**src/rtl/pipediv_stream_if.sv**
```systemverilog
// rtl/pipediv_stream_if.sv - operand/result stream bundle for the pipelined divider
interface pipediv_stream_if #(
    parameter int DIVIDEND = 8,
    parameter int DIVISOR  = 4,
    parameter int TAG_W    = 4
);
    logic                in_valid;
    logic                in_ready;
    logic                in_signed;
    logic [DIVIDEND-1:0] dividend;
    logic [DIVISOR-1:0]  divisor;
    logic [TAG_W-1:0]    in_tag;
    logic                out_valid;
    logic                out_ready;
    logic [DIVIDEND-1:0] quotient;
    logic [DIVISOR-1:0]  remainder;
    logic [TAG_W-1:0]    out_tag;
    logic                div_by_zero;
    logic                overflow;

    // Divider side: consumes operands, produces results.
    modport slave (
        input  in_valid, in_signed, dividend, divisor, in_tag, out_ready,
        output in_ready, out_valid, quotient, remainder, out_tag, div_by_zero, overflow
    );

    // Producer/consumer side.
    modport master (
        output in_valid, in_signed, dividend, divisor, in_tag, out_ready,
        input  in_ready, out_valid, quotient, remainder, out_tag, div_by_zero, overflow
    );
endinterface

```
**src/rtl/pipediv_stream.sv**
```systemverilog
// rtl/pipediv_stream.sv - fully pipelined signed/unsigned restoring divider with stream handshake
module pipediv_stream #(
    parameter int DIVIDEND  = 8,
    parameter int DIVISOR   = 4,
    parameter int TAG_W     = 4,
    parameter int SIGNED_EN = 1
) (
    input  logic                  clock,
    input  logic                  reset_n,
    pipediv_stream_if.slave       s
);
    localparam int N = DIVIDEND;
    localparam int M = DIVISOR;
    localparam logic [N-1:0] MOST_NEG = {1'b1, {(N-1){1'b0}}};

    // Pipeline stage registers: index 0 holds captured magnitudes, index i has resolved i quotient bits.
    logic [N:0]       st_v;
    logic [N:0]       st_negq;
    logic [N:0]       st_negr;
    logic [N:0]       st_dbz;
    logic [N:0]       st_ovf;
    logic [TAG_W-1:0] st_tag [0:N];
    logic [M-1:0]     st_raw [0:N];
    logic [M-1:0]     st_dvs [0:N];
    logic [M-1:0]     st_rem [0:N];
    logic [N-1:0]     st_dvd [0:N];

    logic [M-1:0]     nrem [1:N];
    logic [N-1:0]     ndvd [1:N];

    logic             r_valid;
    logic [N-1:0]     r_quot;
    logic [M-1:0]     r_rem;
    logic [TAG_W-1:0] r_tag;
    logic             r_dbz;
    logic             r_ovf;

    logic             stall;
    logic             en;
    logic             sm;
    logic             a_neg;
    logic             b_neg;
    logic [N-1:0]     a_mag;
    logic [M-1:0]     b_mag;
    logic             dbz_in;
    logic             ovf_in;

    logic [N-1:0]     fin_q;
    logic [M-1:0]     fin_r;
    logic             fin_dz;
    logic             fin_ov;

    // The whole pipe freezes while a result waits for the consumer; bubbles are not squeezed out.
    assign stall      = r_valid & ~s.out_ready;
    assign en         = ~stall;
    assign s.in_ready = ~stall;

    // Operand conditioning: signs, magnitudes and special-case detection for stage 0.
    always_comb begin
        sm     = (SIGNED_EN != 0) && s.in_signed;
        a_neg  = sm & s.dividend[N-1];
        b_neg  = sm & s.divisor[M-1];
        a_mag  = a_neg ? -s.dividend : s.dividend;
        b_mag  = b_neg ? -s.divisor  : s.divisor;
        dbz_in = (s.divisor == '0);
        ovf_in = sm && (s.dividend == MOST_NEG) && (s.divisor == '1);
    end

    // One restoring shift-subtract step per stage; partial remainder is one bit wider than the divisor.
    always_comb begin
        logic [M:0] sh;
        logic [M:0] df;
        logic       ge;
        for (int i = 1; i <= N; i++) begin
            sh      = {st_rem[i-1], st_dvd[i-1][N-1]};
            df      = sh - {1'b0, st_dvs[i-1]};
            ge      = (sh >= {1'b0, st_dvs[i-1]});
            nrem[i] = ge ? df[M-1:0] : sh[M-1:0];
            ndvd[i] = {st_dvd[i-1][N-2:0], ge};
        end
    end

    // Sign correction and special-case overrides applied to the last stage.
    always_comb begin
        fin_q  = st_negq[N] ? -st_dvd[N] : st_dvd[N];
        fin_r  = st_negr[N] ? -st_rem[N] : st_rem[N];
        fin_dz = st_dbz[N];
        fin_ov = st_ovf[N] & ~st_dbz[N];
        if (st_dbz[N]) begin
            fin_q = '1;
            fin_r = st_raw[N];
        end else if (st_ovf[N]) begin
            fin_q = MOST_NEG;
            fin_r = '0;
        end
    end

    // Advance every stage and the output register together unless stalled; reset drops all in-flight work.
    always_ff @(posedge clock or negedge reset_n) begin
        if (!reset_n) begin
            st_v    <= '0;
            st_negq <= '0;
            st_negr <= '0;
            st_dbz  <= '0;
            st_ovf  <= '0;
            for (int i = 0; i <= N; i++) begin
                st_tag[i] <= '0;
                st_raw[i] <= '0;
                st_dvs[i] <= '0;
                st_rem[i] <= '0;
                st_dvd[i] <= '0;
            end
            r_valid <= 1'b0;
            r_quot  <= '0;
            r_rem   <= '0;
            r_tag   <= '0;
            r_dbz   <= 1'b0;
            r_ovf   <= 1'b0;
        end else if (en) begin
            st_v[0]    <= s.in_valid;
            st_negq[0] <= a_neg ^ b_neg;
            st_negr[0] <= a_neg;
            st_dbz[0]  <= dbz_in;
            st_ovf[0]  <= ovf_in;
            st_tag[0]  <= s.in_tag;
            st_raw[0]  <= s.dividend[M-1:0];
            st_dvs[0]  <= b_mag;
            st_rem[0]  <= '0;
            st_dvd[0]  <= a_mag;
            for (int i = 1; i <= N; i++) begin
                st_v[i]    <= st_v[i-1];
                st_negq[i] <= st_negq[i-1];
                st_negr[i] <= st_negr[i-1];
                st_dbz[i]  <= st_dbz[i-1];
                st_ovf[i]  <= st_ovf[i-1];
                st_tag[i]  <= st_tag[i-1];
                st_raw[i]  <= st_raw[i-1];
                st_dvs[i]  <= st_dvs[i-1];
                st_rem[i]  <= nrem[i];
                st_dvd[i]  <= ndvd[i];
            end
            r_valid <= st_v[N];
            r_quot  <= fin_q;
            r_rem   <= fin_r;
            r_tag   <= st_tag[N];
            r_dbz   <= st_v[N] & fin_dz;
            r_ovf   <= st_v[N] & fin_ov;
        end
    end

    assign s.out_valid   = r_valid;
    assign s.quotient    = r_quot;
    assign s.remainder   = r_rem;
    assign s.out_tag     = r_tag;
    assign s.div_by_zero = r_dbz;
    assign s.overflow    = r_ovf;
endmodule
```
**src/flat_wrapper.sv**
```systemverilog
// flat-port wrapper written by rule: the top's interface ports become plain ports
module pipediv_stream_flat 
#(
    parameter int DIVIDEND  = 8,
    parameter int DIVISOR   = 4,
    parameter int TAG_W     = 4,
    parameter int SIGNED_EN = 1
)
  (clock, reset_n, s_in_valid, s_in_signed, s_dividend, s_divisor, s_in_tag, s_out_ready, s_in_ready, s_out_valid, s_quotient, s_remainder, s_out_tag, s_div_by_zero, s_overflow);
  pipediv_stream_if #(.DIVIDEND(DIVIDEND), .DIVISOR(DIVISOR), .TAG_W(TAG_W)) s_i ();
  input  logic clock;
  input  logic reset_n;
  input wire logic [$bits(s_i.in_valid)-1:0] s_in_valid;
  input wire logic [$bits(s_i.in_signed)-1:0] s_in_signed;
  input wire logic [$bits(s_i.dividend)-1:0] s_dividend;
  input wire logic [$bits(s_i.divisor)-1:0] s_divisor;
  input wire logic [$bits(s_i.in_tag)-1:0] s_in_tag;
  input wire logic [$bits(s_i.out_ready)-1:0] s_out_ready;
  output wire logic [$bits(s_i.in_ready)-1:0] s_in_ready;
  output wire logic [$bits(s_i.out_valid)-1:0] s_out_valid;
  output wire logic [$bits(s_i.quotient)-1:0] s_quotient;
  output wire logic [$bits(s_i.remainder)-1:0] s_remainder;
  output wire logic [$bits(s_i.out_tag)-1:0] s_out_tag;
  output wire logic [$bits(s_i.div_by_zero)-1:0] s_div_by_zero;
  output wire logic [$bits(s_i.overflow)-1:0] s_overflow;
  assign s_i.in_valid = s_in_valid;
  assign s_i.in_signed = s_in_signed;
  assign s_i.dividend = s_dividend;
  assign s_i.divisor = s_divisor;
  assign s_i.in_tag = s_in_tag;
  assign s_i.out_ready = s_out_ready;
  assign s_in_ready = s_i.in_ready;
  assign s_out_valid = s_i.out_valid;
  assign s_quotient = s_i.quotient;
  assign s_remainder = s_i.remainder;
  assign s_out_tag = s_i.out_tag;
  assign s_div_by_zero = s_i.div_by_zero;
  assign s_overflow = s_i.overflow;
  pipediv_stream #(.DIVIDEND(DIVIDEND), .DIVISOR(DIVISOR), .TAG_W(TAG_W), .SIGNED_EN(SIGNED_EN)) u_core (.clock(clock), .reset_n(reset_n), .s(s_i));
endmodule
```
**config.mk**
```make
export PLATFORM = sky130hd
export DESIGN_NAME = pipediv_stream_flat
export DESIGN_NICKNAME = d
export VERILOG_FILES = /design/src/rtl/pipediv_stream_if.sv /design/src/rtl/pipediv_stream.sv /design/src/flat_wrapper.sv
export SDC_FILE = /design/constraint.sdc
export NUM_CORES = 1
export LEC_CHECK = 0
export ABC_AREA = 1
export BUFFER_PORTS_ARGS = -buffer_cell sky130_fd_sc_hd__buf_2
export CAP_MARGIN = 20
export CORE_UTILIZATION = 46
export DETAILED_ROUTE_END_ITERATION = 7
export PLACE_DENSITY_LB_ADDON = 0.08
export REMOVE_ABC_BUFFERS = 1
export SYNTH_ARGS = -nofsm -noshare
export SYNTH_HDL_FRONTEND = slang
export SYNTH_SLANG_ARGS = --single-unit
```
**constraint.sdc**
```tcl
create_clock -name clock -period 2.5 [get_ports clock]
set_input_delay 0.5 -clock clock [delete_from_list [all_inputs] [get_ports clock]]
set_output_delay 0.5 -clock clock [all_outputs]
set_load 0.1 [all_outputs]
```
==> impl_metrics.sql <==
INSERT INTO impl_metrics (metric_group, metric, value, unit) VALUES
('drt', 'post_drt_wl_per_cell', '12.4', 'microns'),
('global_routing', 'grt.total_usage', '16.9', '%'),
('cts', 'h-tree-depth', '1', ''),
('logic_synthesis', 'mappedNetlistArea', '11800', 'sq um'),
('final_layout', 'mostFrequentLayoutCell', 'sky130_fd_sc_hd__nand2_1', ''),
('cts', 'clkTransAtPathRegs', '60', 'ps'),
('critical_path', 'cp-start-kind', 'register', ''),
('logic_synthesis', 'synth_edf_count', '0', ''),
('logic_synthesis', 'mean_post_synth_cell_area', '9.05', 'sq um'),
('floorplan', 'die-area', '26200', 'sq um'),
('timing', 'final_max_slew_viol_count', '0', ''),
('timing', 'final-setup-viol-count', '0', ''),
('floorplan', 'top_level_ports', '41', ''),
('timing', 'timing.final.ws_setup', '292', 'ps'),
('drt', 'antenna_violating_nets_post_route', '0', ''),
('pwr', 'cellLeakagePower', '6.46', 'nW'),
('place', 'preCtsSetupSlack', '560', 'ps'),
('critical_path', 'end_kind', 'output pin', ''),
('cts', 'cts_buffer_count', '29', ''),
('place', 'port_buffers', '40', ''),
('drt', 'drt_wl_total', '20800', 'microns'),
('critical_path', 'cp_data_required_time', '2000', 'ps'),
('final_layout', 'mostFrequentLayoutCells', '363 x sky130_fd_sc_hd__nand2_1, 264 x sky130_fd_sc_hd__dfrtp_1, 199 x sky130_fd_sc_hd__o21ai_0, 148 x sky130_fd_sc_hd__inv_1, 76 x sky130_fd_sc_hd__nand3_1', ''),
('cts', 'cts_tree', 'done', ''),
('timing', 'timing.slew.headroom', '67.8', '%'),
('critical_path', 'cpPeakStageDelay', '470', 'ps'),
('timing', 'worst-slew-pin-transition', '486', 'ps'),
('logic_synthesis', 'fraction_of_registers_with_async_set_or_reset_after_synthesis', '100', '%'),
('timing', 'layout_worst_path_cycle_share', '88.3', '%'),
('run_status', 'run_status', 'completed', ''),
('global_routing', 'grt_antenna_before_repair', '0', ''),
('logic_synthesis', 'dominantRegCellSynth', 'sky130_fd_sc_hd__dfrtp_1', ''),
('critical_path', 'worst-endpoint-arrival', '1710', 'ps'),
('global_routing', 'grt_start_max_net_pins', '94', ''),
('place', 'place.gp.congestion', '0.763', ''),
('drt', 'avgViaCountPerCell', '4.85', ''),
('logic_synthesis', 'yosys.cell_types.count', '37', ''),
('logic_synthesis', 'synthesis.yosys.warnings', '0', ''),
('floorplan', 'die-height', '162', 'microns'),
('logic_synthesis', 'ys_ff_latch', '264', ''),
('cts', 'clkSinkCount', '264', ''),
('final_layout', 'post_route_cells_drive_above_1_share', '8.84', '%'),
('timing', 'timing.final.crit_period', '2210', 'ps'),
('floorplan', 'design.core.area', '25100', 'sq um'),
('final_layout', 'instances_no_fill', '1676', ''),
('global_routing', 'grt_pass1_wl', '37100', 'microns'),
('timing', 'final-hold-violation-count', '0', ''),
('final_layout', 'num-fill-cells', '2389', ''),
('drt', 'initialDrtViolationCount', '468', ''),
('floorplan', 'x_dimension_of_the_die', '162', 'microns'),
('drt', 'remaining_drc_errors', '0', ''),
('drt', 'via_count', '8124', ''),
('place', 'dp_cells', '1622', ''),
('cts', 'cts.repair.resized', '0', ''),
('job', 'max_cap_viol_count', '0', ''),
('critical_path', 'crit_slowest_cell', 'sky130_fd_sc_hd__buf_2', ''),
('hold_path', 'timing.hold.worst.class', 'in2reg', ''),
('pwr', 'vdd_ir_drop_max', '0.871', 'mV'),
('global_routing', 'number_of_global_route_vias_before_repair', '7963', ''),
('timing', 'hold_slack', '182', 'ps'),
('critical_path', 'critical_path.cell_chain', 'inv_1 -> nor2_4 -> inv_6 -> buf_2', ''),
('logic_synthesis', 'syn-instance-count', '1299', ''),
('pwr', 'cellPowerDensity', '1430', 'nW/um^2'),
('floorplan', 'start_util', '46.8', '%'),
('logic_synthesis', 'synth-seq-area-share', '56.2', '%'),
('floorplan', 'placement_rows', '58', ''),
('critical_path', 'crit_path_max_fanout', '24', ''),
('cts', 'cts_root_buffer', 'sky130_fd_sc_hd__clkbuf_16', ''),
('timing', 'maxClockFrequency', '453', 'MHz'),
('cts', 'clock_insertion_delay_worst_skew', '530', 'ps'),
('global_routing', 'global_route.overflow_total', '0', ''),
('critical_path', 'critical_path_class', 'reg2out', ''),
('place', 'post_dp_hpwl', '13100', 'microns'),
('timing', 'rsz_0062_raised_after_global_routing', 'no', ''),
('final_layout', 'insertedDiodeCount', '0', ''),
('drt', 'drtPass1Iterations', '4', ''),
('timing', 'skew', '10.2', 'ps'),
('final_layout', 'layout_nets', '1387', ''),
('cts', 'max-clock-path-buffers', '3', ''),
('final_layout', 'area_growth', '12.6', '%');
-- critical path: cells and delay by family, from the launching register on --
kind                   cells  cell delay, ps
buffers and inverters      3             740
DFF                        1             370
and+or+nand+nor            1              60
-- layout make-up --
class	count	area [sq um]	area share [%]
Clock buffer	38	840	6.34
Clock inverter	15	233	1.76
Inverter	149	564	4.26
Multi-Input combinational cell	826	4160	31.5
Sequential cell	264	6610	49.9
Tap cell	330	413	3.12
Timing Repair Buffer	54	418	3.16
-- flip-flops by register name, summed over array words and instances, names as in the netlist, 4 cells and up --
register / flops
u_core.ndvd: 56
u_core.st_negr: 9
u_core.st_rem: 32
u_core.s.quotient: 8
u_core.st_dbz: 9
u_core.st_v: 9
u_core.st_dvs: 32
u_core.st_raw: 29
u_core.s.remainder: 4
u_core.st_negq: 9
u_core.s.out_tag: 4
u_core.st_tag: 36
u_core.st_dvd: 15
u_core.st_ovf: 9
-- final timing paths --
| path | depth (start not counted) | from | end | slack [ps] |
|---|---|---|---|---|
| worst max-delay path | 4 | u_core.s.out_valid | s_in_ready | 290 |
| worst min-delay path | 3 | s_in_valid | u_core.st_v[0] | 180 |
| worst max register to register | 7 | u_core.s.out_valid | u_core.st_rem[23] | 810 |
| worst min register to register | 2 | u_core.ndvd[14] | u_core.ndvd[7] | 470 |
| max in group asynchronous | 3 | reset_n | u_core.ndvd[18] | 1300 |
| min in group asynchronous | 2 | reset_n | u_core.st_v[4] | 470 |
-- cells in the mapped netlist (2+ instances only) --
| library cell | n | share of area [%] |
|---|---|---|
| sky130_fd_sc_hd__buf_2 | 21 | 0.89 |
| sky130_fd_sc_hd__nor2_2 | 2 | 0.11 |
| sky130_fd_sc_hd__o21ai_1 | 12 | 0.51 |
| sky130_fd_sc_hd__or2_2 | 6 | 0.32 |
| sky130_fd_sc_hd__a31oi_1 | 4 | 0.21 |
| sky130_fd_sc_hd__nand4_1 | 13 | 0.69 |
| sky130_fd_sc_hd__inv_1 | 148 | 4.7 |
| sky130_fd_sc_hd__fa_1 | 7 | 1.2 |
| sky130_fd_sc_hd__a21oi_1 | 24 | 1.0 |
| sky130_fd_sc_hd__o211ai_1 | 4 | 0.26 |
| sky130_fd_sc_hd__buf_6 | 19 | 1.8 |
| sky130_fd_sc_hd__nand3b_1 | 7 | 0.45 |
| sky130_fd_sc_hd__xnor2_1 | 8 | 0.60 |
| sky130_fd_sc_hd__o21ai_0 | 199 | 8.5 |
| sky130_fd_sc_hd__dfrtp_1 | 264 | 56 |
| sky130_fd_sc_hd__nand3_1 | 76 | 3.2 |
| sky130_fd_sc_hd__nand2_1 | 363 | 12 |
| sky130_fd_sc_hd__o21a_1 | 6 | 0.38 |
| sky130_fd_sc_hd__xor2_1 | 3 | 0.22 |
| sky130_fd_sc_hd__ha_1 | 35 | 3.7 |
| sky130_fd_sc_hd__buf_4 | 3 | 0.19 |
| sky130_fd_sc_hd__nor3_1 | 3 | 0.13 |
| sky130_fd_sc_hd__nor2_1 | 42 | 1.3 |
| sky130_fd_sc_hd__or2_0 | 2 | 0.11 |
| sky130_fd_sc_hd__clkbuf_1 | 15 | 0.48 |
| sky130_fd_sc_hd__buf_8 | 2 | 0.26 |
-- logic make-up (layout without fill, tap and decap cells) --
family | after synthesis | after routing | synth area share (%)
XOR/XNOR | 11 | 11 | 0.819
AND/OR/NAND/NOR | 517 | 517 | 18.3
AO/OA/AOI/OAI | 256 | 256 | 11.4
flip-flops | 264 | 264 | 56.2
adder cells (fa/ha/maj) | 42 | 42 | 4.92
buffers and inverters | 209 | 256 | 8.40
-- per-stage QoR --
stage	cell area (sq um)	util (%)	TNS [ps]	power, mW
after global placement	12200	48.4	0	14.3
final	13200	52.7	0	19.0
after detailed placement	12200	48.4	0	14.5
after global routing	13200	52.7	0	20.7
after floorplan	11300	-	-937210	12.8
after CTS	13200	52.7	0	19.3
-- metal layers --
layer / routed length (microns) / GRT usage [%] / part of all wire (%) / vias to the layer above
met5: 0 / 0 / 0 / -
met4: 281 / 3.73 / 1.3 / 0
met3: 656 / 2.68 / 3.2 / 20
met2: 9390 / 28.1 / 45 / 83
met1: 10500 / 23.5 / 50 / 3798
li1: - / - / - / 4223
-- repair_timing --
item | CTS | global route
buffers inserted | 0 | 0
hold buffers | 1 | 0
hold endpoints to repair | 45 | 0
-- power breakdown --
| part | leakage, nW | internal, mW | total, mW | switching [mW] |
|---|---|---|---|---|
| sequential | 3.28 | 6.11 | 7.01 | 0.905 |
| clock | 0.536 | 2.97 | 4.64 | 1.67 |
| combinational | 2.64 | 2.48 | 7.34 | 4.86 |
Power figures use the tool's default switching activity.
